==> config.mk <==
export PLATFORM = sky130hd
export DESIGN_NAME = branch_predictor
export DESIGN_NICKNAME = d
export VERILOG_FILES = /design/src/rtl/branch_predictor.sv
export SDC_FILE = /design/constraint.sdc
export NUM_CORES = 2
export LEC_CHECK = 0
export BUFFER_PORTS_ARGS = -buffer_cell sky130_fd_sc_hd__buf_4
export CAP_MARGIN = 20
export CORE_ASPECT_RATIO = 1.1
export CORE_UTILIZATION = 35
export CTS_CLUSTER_DIAMETER = 200
export CTS_CLUSTER_SIZE = 28
export DETAILED_ROUTE_END_ITERATION = 10
export GPL_ROUTABILITY_DRIVEN = 0
export PLACE_DENSITY = 0.59
export SLEW_MARGIN = 30
export SYNTH_ARGS = -nofsm -noshare
export SYNTH_HDL_FRONTEND = slang
export SYNTH_SLANG_ARGS = --single-unit
==> constraint.sdc <==
create_clock -name clk -period 7 [get_ports clk]
set_input_delay 0.7 -clock clk [delete_from_list [all_inputs] [get_ports clk]]
set_output_delay 0.7 -clock clk [all_outputs]
set_load 0.03 [all_outputs]
==> src/rtl/branch_predictor.sv <==
// -----------------------------------------------------------------------------
// branch_predictor
//
// Dynamic branch predictor and misprediction resolver for the 5-stage RV32I
// core. A direct-mapped branch target buffer (BTB) with 2-bit saturating
// counters provides a taken/target prediction for the fetch PC. In EX, the
// actual outcome (BranchE) is compared with the prediction carried down the
// pipeline. On a mismatch, a flush/redirect is raised. The BTB entry for PCE is
// also trained.
//
// Ports
//   clk, rst        : clock, synchronous active-high reset
//   PCF             : fetch PC used for lookup
//   PredTakenF      : predicted taken for PCF
//   PredTargetF     : predicted next fetch PC (PCF+4 when not taken)
//   StallE          : EX stage held; suppresses resolve, training, statistics
//   BranchTypeE     : 0/7 = not a conditional branch, 1..6 = BEQ..BGEU
//   PCE, BrTargetE  : PC and computed target of the EX instruction
//   BranchE         : actual branch outcome (1 = taken)
//   PredTakenE/PredTargetE : IF prediction carried to EX
//   MispredictE     : flush IF/ID and redirect fetch to CorrectPCE
//   CorrectPCE      : redirect address (always driven)
//   BranchCount     : resolved conditional branches (wraps)
//   MispredCount    : mispredictions (wraps)
// -----------------------------------------------------------------------------
module branch_predictor #(
  parameter int INDEX_BITS = 6
) (
  input  logic        clk,
  input  logic        rst,
  input  logic [31:0] PCF,
  output logic        PredTakenF,
  output logic [31:0] PredTargetF,
  input  logic        StallE,
  input  logic [2:0]  BranchTypeE,
  input  logic [31:0] PCE,
  input  logic [31:0] BrTargetE,
  input  logic        BranchE,
  input  logic        PredTakenE,
  input  logic [31:0] PredTargetE,
  output logic        MispredictE,
  output logic [31:0] CorrectPCE,
  output logic [31:0] BranchCount,
  output logic [31:0] MispredCount
);

  localparam int ENTRIES  = 1 << INDEX_BITS;
  localparam int TAG_BITS = 30 - INDEX_BITS;

  // BTB storage
  logic [ENTRIES-1:0]  valid_q;
  logic [1:0]          cnt_q    [ENTRIES];
  logic [TAG_BITS-1:0] tag_q    [ENTRIES];
  logic [31:0]         target_q [ENTRIES];

  // Statistics
  logic [31:0] branch_cnt_q;
  logic [31:0] branch_cnt_d;
  logic [31:0] mispred_cnt_q;
  logic [31:0] mispred_cnt_d;

  // Lookup side
  logic [INDEX_BITS-1:0] idx_f_s;
  logic [TAG_BITS-1:0]   tag_f_s;
  logic                  hit_f_s;

  // Resolve side
  logic [INDEX_BITS-1:0] idx_e_s;
  logic [TAG_BITS-1:0]   tag_e_s;
  logic                  hit_e_s;
  logic                  is_cond_s;
  logic                  resolve_s;
  logic                  we_s;
  logic [1:0]            cnt_d;
  logic [31:0]           target_d;

  assign idx_f_s = PCF[INDEX_BITS+1:2];
  assign tag_f_s = PCF[31:INDEX_BITS+2];
  assign idx_e_s = PCE[INDEX_BITS+1:2];
  assign tag_e_s = PCE[31:INDEX_BITS+2];

  // Fetch-side lookup: purely combinational from the registered table, no
  // bypass of a same-cycle update.
  always_comb begin
    hit_f_s     = valid_q[idx_f_s] && (tag_q[idx_f_s] == tag_f_s);
    PredTakenF  = 1'b0;
    PredTargetF = PCF + 32'd4;
    if (hit_f_s && cnt_q[idx_f_s][1]) begin
      PredTakenF  = 1'b1;
      PredTargetF = target_q[idx_f_s];
    end else begin
      PredTakenF  = 1'b0;
      PredTargetF = PCF + 32'd4;
    end
  end

  // EX-side resolve: misprediction detection, redirect address and the
  // next-state of the BTB entry addressed by PCE.
  always_comb begin
    // BranchTypeE 0 and 7 are both "not a conditional branch".
    is_cond_s  = (BranchTypeE != 3'd0) && (BranchTypeE != 3'd7);
    resolve_s  = is_cond_s && !StallE;
    hit_e_s    = valid_q[idx_e_s] && (tag_q[idx_e_s] == tag_e_s);
    CorrectPCE = BranchE ? BrTargetE : (PCE + 32'd4);

    // A taken branch is mispredicted if it was predicted not-taken or to a
    // different target; a not-taken branch only if it was predicted taken.
    MispredictE = resolve_s &&
                  ((BranchE && (!PredTakenE || (PredTargetE != BrTargetE))) ||
                   (!BranchE && PredTakenE));

    we_s     = 1'b0;
    cnt_d    = cnt_q[idx_e_s];
    target_d = target_q[idx_e_s];
    if (resolve_s) begin
      if (hit_e_s) begin
        we_s = 1'b1;
        if (BranchE) begin
          cnt_d    = (cnt_q[idx_e_s] == 2'b11) ? 2'b11 : (cnt_q[idx_e_s] + 2'd1);
          target_d = BrTargetE;
        end else begin
          cnt_d    = (cnt_q[idx_e_s] == 2'b00) ? 2'b00 : (cnt_q[idx_e_s] - 2'd1);
        end
      end else if (BranchE) begin
        // Allocate weakly taken, evicting whatever lived at this index.
        we_s     = 1'b1;
        cnt_d    = 2'b10;
        target_d = BrTargetE;
      end else begin
        we_s = 1'b0;
      end
    end else begin
      we_s = 1'b0;
    end

    branch_cnt_d  = branch_cnt_q;
    mispred_cnt_d = mispred_cnt_q;
    if (resolve_s) begin
      branch_cnt_d  = branch_cnt_q + 32'd1;
      mispred_cnt_d = mispred_cnt_q + {31'd0, MispredictE};
    end else begin
      branch_cnt_d  = branch_cnt_q;
      mispred_cnt_d = mispred_cnt_q;
    end
  end

  // Resettable state: valid bits, counters and statistics.
  always_ff @(posedge clk) begin
    if (rst) begin
      valid_q <= '0;
      for (int i = 0; i < ENTRIES; i++) begin
        cnt_q[i] <= 2'b01;
      end
      branch_cnt_q  <= 32'd0;
      mispred_cnt_q <= 32'd0;
    end else begin
      if (we_s) begin
        valid_q[idx_e_s] <= 1'b1;
        cnt_q[idx_e_s]   <= cnt_d;
      end
      branch_cnt_q  <= branch_cnt_d;
      mispred_cnt_q <= mispred_cnt_d;
    end
  end

  // Tag/target payload: not reset (guarded by valid), but reset still wins
  // over a simultaneous training write.
  always_ff @(posedge clk) begin
    if (!rst && we_s) begin
      tag_q[idx_e_s]    <= tag_e_s;
      target_q[idx_e_s] <= target_d;
    end
  end

  assign BranchCount  = branch_cnt_q;
  assign MispredCount = mispred_cnt_q;

endmodule

# Yosys cells after proc, flatten, opt, wreduce, memory -nomap -nowiden
# Memories as Yosys holds them, arrays and structs flattened.
# Index checks and enable logic that the tools add are counted.
dict set report totals {
  out_inout_bits 130
  ff_bits 128
  ramBits 3712
  memories 3
}
dict set report op_classes {
  n_reduce_logical 20
  muxes 30
  n_eq_ne 7
  magnitude_cmp 3
  n_bitwise 1
  addsub 6
}
# memory depth width read_ports rd_clocked_by_memory_dff write_ports line_no
set memory_table {}
lappend memory_table {target_q 64 32 1 0 1 54} ;# logic [31:0] target_q [ENTRIES];
lappend memory_table {tag_q 64 24 2 0 1 53} ;# logic [TAG_BITS-1:0] tag_q [ENTRIES];
lappend memory_table {cnt_q 64 2 2 0 64 52} ;# logic [1:0] cnt_q [ENTRIES];
# operator count
set op_table {}
lappend op_table {{$mux 32} 4}
lappend op_table {{$add 32x3->32 const B} 2}
lappend op_table {{$or 64x64->64} 1}
lappend op_table {{$eq 24x24->1} 2}
lappend op_table {{$add 32x1->32} 1}
lappend op_table {{$add 32x1->32 const B} 1}
lappend op_table {{$ne 32x32->1} 1}
lappend op_table {{$mux 1} 15}
lappend op_table {{$lt 6x7->1 const B} 2}
lappend op_table {{$mux 2} 7}
lappend op_table {{$bmux 1 s6} 2}
lappend op_table {{$logic_and 1x1->1} 10}
lappend op_table {{$demux 1 s6} 1}
lappend op_table {{$ge 6x1->1 const B} 1}
lappend op_table {{$mux 6} 1}
lappend op_table {{$logic_not 1->1} 4}
lappend op_table {{$ne 3x3->1 const B} 1}
lappend op_table {{$reduce_and 3->1} 1}
lappend op_table {{$reduce_bool 3->1} 1}
lappend op_table {{$add 2x1->2 const B} 1}
lappend op_table {{$eq 2x2->1 const B} 1}
lappend op_table {{$logic_not 2->1} 1}
lappend op_table {{$logic_or 1x1->1} 2}
lappend op_table {{$ne 2x2->1 const B} 1}
lappend op_table {{other kinds (3)} 3}

# Depth between registers and ports, before layout
dict set report depth {
  word_depth 10
  depth_mapped 20
  ltp_nobuf 15
}

# Least setup slack after synthesis
# Ideal clock, no wire load.
dict set report synth_path {
  path_type {in2reg}
  start {in PCE[4]}
  end {mem tag_q[17][0] (netlist name), enable pin}
  path_stages 16
  slack_ns 0.898
  required_time_ns 6.565
  setup_ns 0.435
  n_path_buf 7
  arrival_time_ns 5.667
  path_cell_list {buf_2 > buf_6 > buf_4 > buf_1 > mux2i_1 > o221ai_1 > a2111o_1 > or3_1 > a2111oi_0 > and4_1 > and2_1 > a21oi_2 > buf_2 > clkbuf_1 > clkbuf_1 > nor3_1}
}
dict set report synth_between {
  elab_chain_len 8
}
# element line_no
set synth_lines {}
lappend synth_lines {{start, declared} 36} ;# input logic [31:0] PCE,
lappend synth_lines {{$mem_v2 64x24 or $bmux 1 s6 (tied branches)} -}
lappend synth_lines {{$eq 24x24->1 or $mux 1 (tied branches)} 103} ;# hit_e_s = valid_q[idx_e_s] && (tag_q[idx_e_s] == tag_e_s);
lappend synth_lines {{$logic_and 1x1->1} 103}
lappend synth_lines {{$mux 1} 116} ;# if (hit_e_s) begin
lappend synth_lines {{$mux 1} 115} ;# if (resolve_s) begin
lappend synth_lines {{$logic_and 1x1->1} 169} ;# if (!rst && we_s) begin
lappend synth_lines {{$mux 1} 169}
lappend synth_lines {{$mux 1 (not written as such)} 170} ;# tag_q[idx_e_s] <= tag_e_s;
lappend synth_lines {{end, declared} 53}
# Parallel ways exist; a longest one is shown, timed or not. The select of a mux whose other input is x is not followed.

# Worst setup path in the final report
dict set report layout_path {
  start {in PCF[4]}
  end {out PredTargetF[2]}
}
dict set report layout_between {
  elab_chain_len 5
}
# element line_no
set layout_lines {}
lappend layout_lines {{start, declared} 31} ;# input logic [31:0] PCF,
lappend layout_lines {{$mem_v2 64x24 or $bmux 1 s6 (tied branches)} -}
lappend layout_lines {{$eq 24x24->1 or $mux 1 (tied branches)} 85} ;# hit_f_s = valid_q[idx_f_s] && (tag_q[idx_f_s] == tag_f_s);
lappend layout_lines {{$logic_and 1x1->1} 85}
lappend layout_lines {{$logic_and 1x1->1} 88} ;# if (hit_f_s && cnt_q[idx_f_s][1]) begin
lappend layout_lines {{$mux 32 (*)} 88}
lappend layout_lines {{end, declared} 33} ;# output logic [31:0] PredTargetF,
# Mark *: on every way between the ends. The rest lies on a longest branch, timed or not. The select of a mux whose other input is x is not followed.

==> run summary <==
status -> completed
CTS sink count -> 3840
post_cts resized -> 0
Clock power frac -> 0.280
average routed wire per standard cell -> 38.3 um
Mapped Cells -> 8448
multiplexer share of the synthesized area -> 0.203
hold_sp -> BrTargetE[9]
CTS H-tree lvls -> 4
Clock Tree Buf Depth -> 4
Net Sw Power -> 9660 uW
Fillers -> 41600
XOR/XNOR Fraction of Synth Area -> 0.00978
adder-cell area share of the yosys netlist -> 0.000441
reg-to-reg slack, setup -> 1.71 ns
Pwr Total -> 40500 uW
number of synthesized flops with an enable pin -> 3712
Compound-Gate Fraction of Synth Area -> 0.0444
# nets final -> 9017
vias in the first global route -> 93300
CTS tree -> built
Internal Pwr Total -> 30800 uW
CTS buffer count -> 159
Slew HR -> 0.260
clock-pin slew on the worst setup and hold paths -> 0.10 ns
CP most frequent cell -> buf_4
Multi-input gate area -> 48500 sq um
cell chain of the critical path -> buf_8, buf_4, buf_4, mux4_2, mux4_2, nor2_1, a2111oi_1, buf_4, o21ai_0, or4_4, nor2_8, buf_4, mux2i_1, buf_4
R2R cell count -> 14
Vias -> 95300
Min-Delay Path Class -> in2reg
Peak VDD IR -> 172 uV
met3 Usage GRT -> 0.0585
hold endpoint -> target_q[50][9]
via/cell ratio -> 6.29
synthesized flop and latch total -> 3840
Setup CP Type -> in2out
layout cells sized above 1 -> 0.298
die width -> 656 um
R2R Path End -> cnt_q[62][0]
GR Util met1 -> 0.307
CP max-delay cell -> a2111oi_1
most common cell after layout, fill and taps aside -> edfxtp_1
crit-path max FO -> 58
final wirelength -> 581000 um
ANT nets after route -> 0
Worst Path Buf+Inv -> 6
worst skew pair latency -> 0.99 ns
worst path required time -> 6.30 ns
post-route insts no fill -> 15200
M2 GR Usage -> 0.385
Post-Synth Simple-Gate Area -> 0.0310
main combinational cell family by area after synthesis -> multiplexers
GR Overflow Total -> 0
Ports -> 266
placed cells -> 14900
mapped cell area -> 165000 sq um
CP arrival -> 6.14 ns
ys flop type -> edfxtp_1
setup bufs post-CTS -> 0
asr flop ratio synth -> 0
Top Usage Layer GRT -> met2
Tcrit/Tclk final -> 0.977
initial antenna violation count -> 53
Critical Path Max Stage Delay -> 0.88 ns
worst r2r src -> tag_q[60][7]
hold_buf cts -> 0
RSZ-0062 raised after global routing -> no
CP Capture Type -> output port
Root Driver -> clkbuf_16
Layout area overhead -> 11.7%
final setup vio count -> 0
port bufs -> 265
sequential area share after synthesis -> 0.692
# rows -> 263
Cell Pwr Density -> 220 nW/um^2
Min Clock Period, post-route -> 6.84 ns
DP HPWL -> 377000 um
hold depth -> 1
die area -> 473000 sq um
first-pass GRT wire length -> 787000 um
leading cell types in the layout, fill and taps excluded -> 3712 x edfxtp_1, 1252 x mux4_2, 724 x buf_4
Worst Max-Slew Pin Slew -> 1.10 ns
startpoint types -> primary input
setup TNS -> 0 ns
Comb power frac -> 0.097
gr usage total -> 0.238
die height -> 721 um
Seq. cell area -> 114000 sq um
sequential share of power -> 0.623
Net Sw Frac -> 0.238
syn avg cell area -> 19.5 sq um
max_cap viols -> 0
CP top delay family -> buffers and inverters
Core Region -> 468000 sq um
Final Hold Viols -> 0
First DRT Iteration DRCs -> 15100
Post-route DRC -> 0
Initial DRT Pass Iterations -> 9
largest net degree at the start of global routing -> 241
syn_nets -> 8589
f_max -> 146 MHz
starting density of the core -> 0.352
fin. max-slew vios -> 0
clk_skew -> 0.114 ns
post-synthesis cell type count -> 75
Pleak -> 0.0561 uW
Synth warnings -> 0
-- state kept, by name, summed over array words and instances, names as in the netlist --
name,flops
tag_q,1536
MispredCount,32
cnt_q,128
target_q,2048
valid_q,64
BranchCount,32
-- power groups by stage --
stage	Clock, uW	Combinational (uW)	Sequential (uW)
final	11400	3930	25200
after global routing	12100	4020	25200
after CTS	11500	3860	25200
after detailed placement	0	3850	25700
after global placement	0	3800	25700
after floorplan	0	1970	25700
-- cell families (layout without fill, tap and decap cells) --
logic type	count (synthesis)	in the layout
and+or+nand+nor	1001	1001
AOI/OAI and AO/OA	999	999
DFF	3840	3840
muxes	1757	1757
buffers and inverters	661	1124
adders and majority gates	6	6
xor gates and xnor gates	184	184
other	0	24
-- routing by layer --
metal  share of wire  vias to the layer above
met1            0.37                    51000
met3            0.11                     1263
met2            0.47                     6548
li1                -                    36500
met5         0.00026                        -
met4           0.050                       10
-- synthesized netlist by cell type (all sizes together), types with 35 or more instances --
library cell / number / share of area
a22o: 54 / 0.0029
o31ai: 71 / 0.0032
mux4: 1252 / 0.17
nor4: 84 / 0.0032
nand4: 35 / 0.0013
xnor2: 87 / 0.0046
mux2i: 341 / 0.021
clkbuf: 292 / 0.0067
xor2: 97 / 0.0052
a22oi: 165 / 0.0075
and3: 41 / 0.0016
dfxtp: 128 / 0.016
nor3: 82 / 0.0025
edfxtp: 3712 / 0.68
a221oi: 129 / 0.0069
a21oi: 100 / 0.0031
nand2: 259 / 0.0059
buf: 356 / 0.012
nor2: 194 / 0.0045
o22ai: 94 / 0.0036
mux2: 164 / 0.011
a211oi: 36 / 0.0016
nand2b: 72 / 0.0027
o21bai: 64 / 0.0029
o21ai: 105 / 0.0032
nand3: 76 / 0.0023
or4: 67 / 0.0031
-- worst register-to-register path, delay by kind of cell (launching register included) --
kind | cells | cell delay (ns)
flops | 1 | 0.42
mux | 1 | 0.29
simple gates | 4 | 1.88
buf+inv | 3 | 0.81
compound gates | 6 | 1.61
-- worst max-delay path by stage --
| stage | cells past startpoint | start | slack [ns] | end |
|---|---|---|---|---|
| finish | 14 | PCF[4] | 0.16 | PredTargetF[2] |
| global route | 15 | PCF[4] | 0.17 | PredTargetF[2] |
| CTS | 14 | PCF[4] | 0.26 | PredTargetF[2] |
| detailed placement | 14 | PCF[4] | 0.28 | PredTargetF[2] |
| global placement | 14 | PCF[4] | 0.04 | PredTargetF[2] |
| floorplan | 16 | PCE[4] | 0.90 | tag_q[17][0] |
-- final cells by class --
cell class | count | area share
inverter | 13 | 0.000340
tap | 6227 | 0.0424
sequential | 3840 | 0.620
multi-input combinational | 3947 | 0.264
timing repair buffer | 915 | 0.0502
clock inverter | 12 | 0.000673
antenna | 24 | 0.000326
clock buffer | 184 | 0.0224
-- metrics by stage --
step,worst slack (ns),util,hold WS [ns],instance area (sq um)
2_1_floorplan,0.898,-,0.443,165000
3_3_place_gp,0.0379,0.384,0.457,180000
3_5_place_dp,0.275,0.384,0.472,180000
4_1_cts,0.264,0.393,0.0502,184000
5_1_grt,0.170,0.393,0.0653,184000
6_report,0.159,0.393,0.116,184000
No activity file was read; power rests on OpenSTA's default activity.
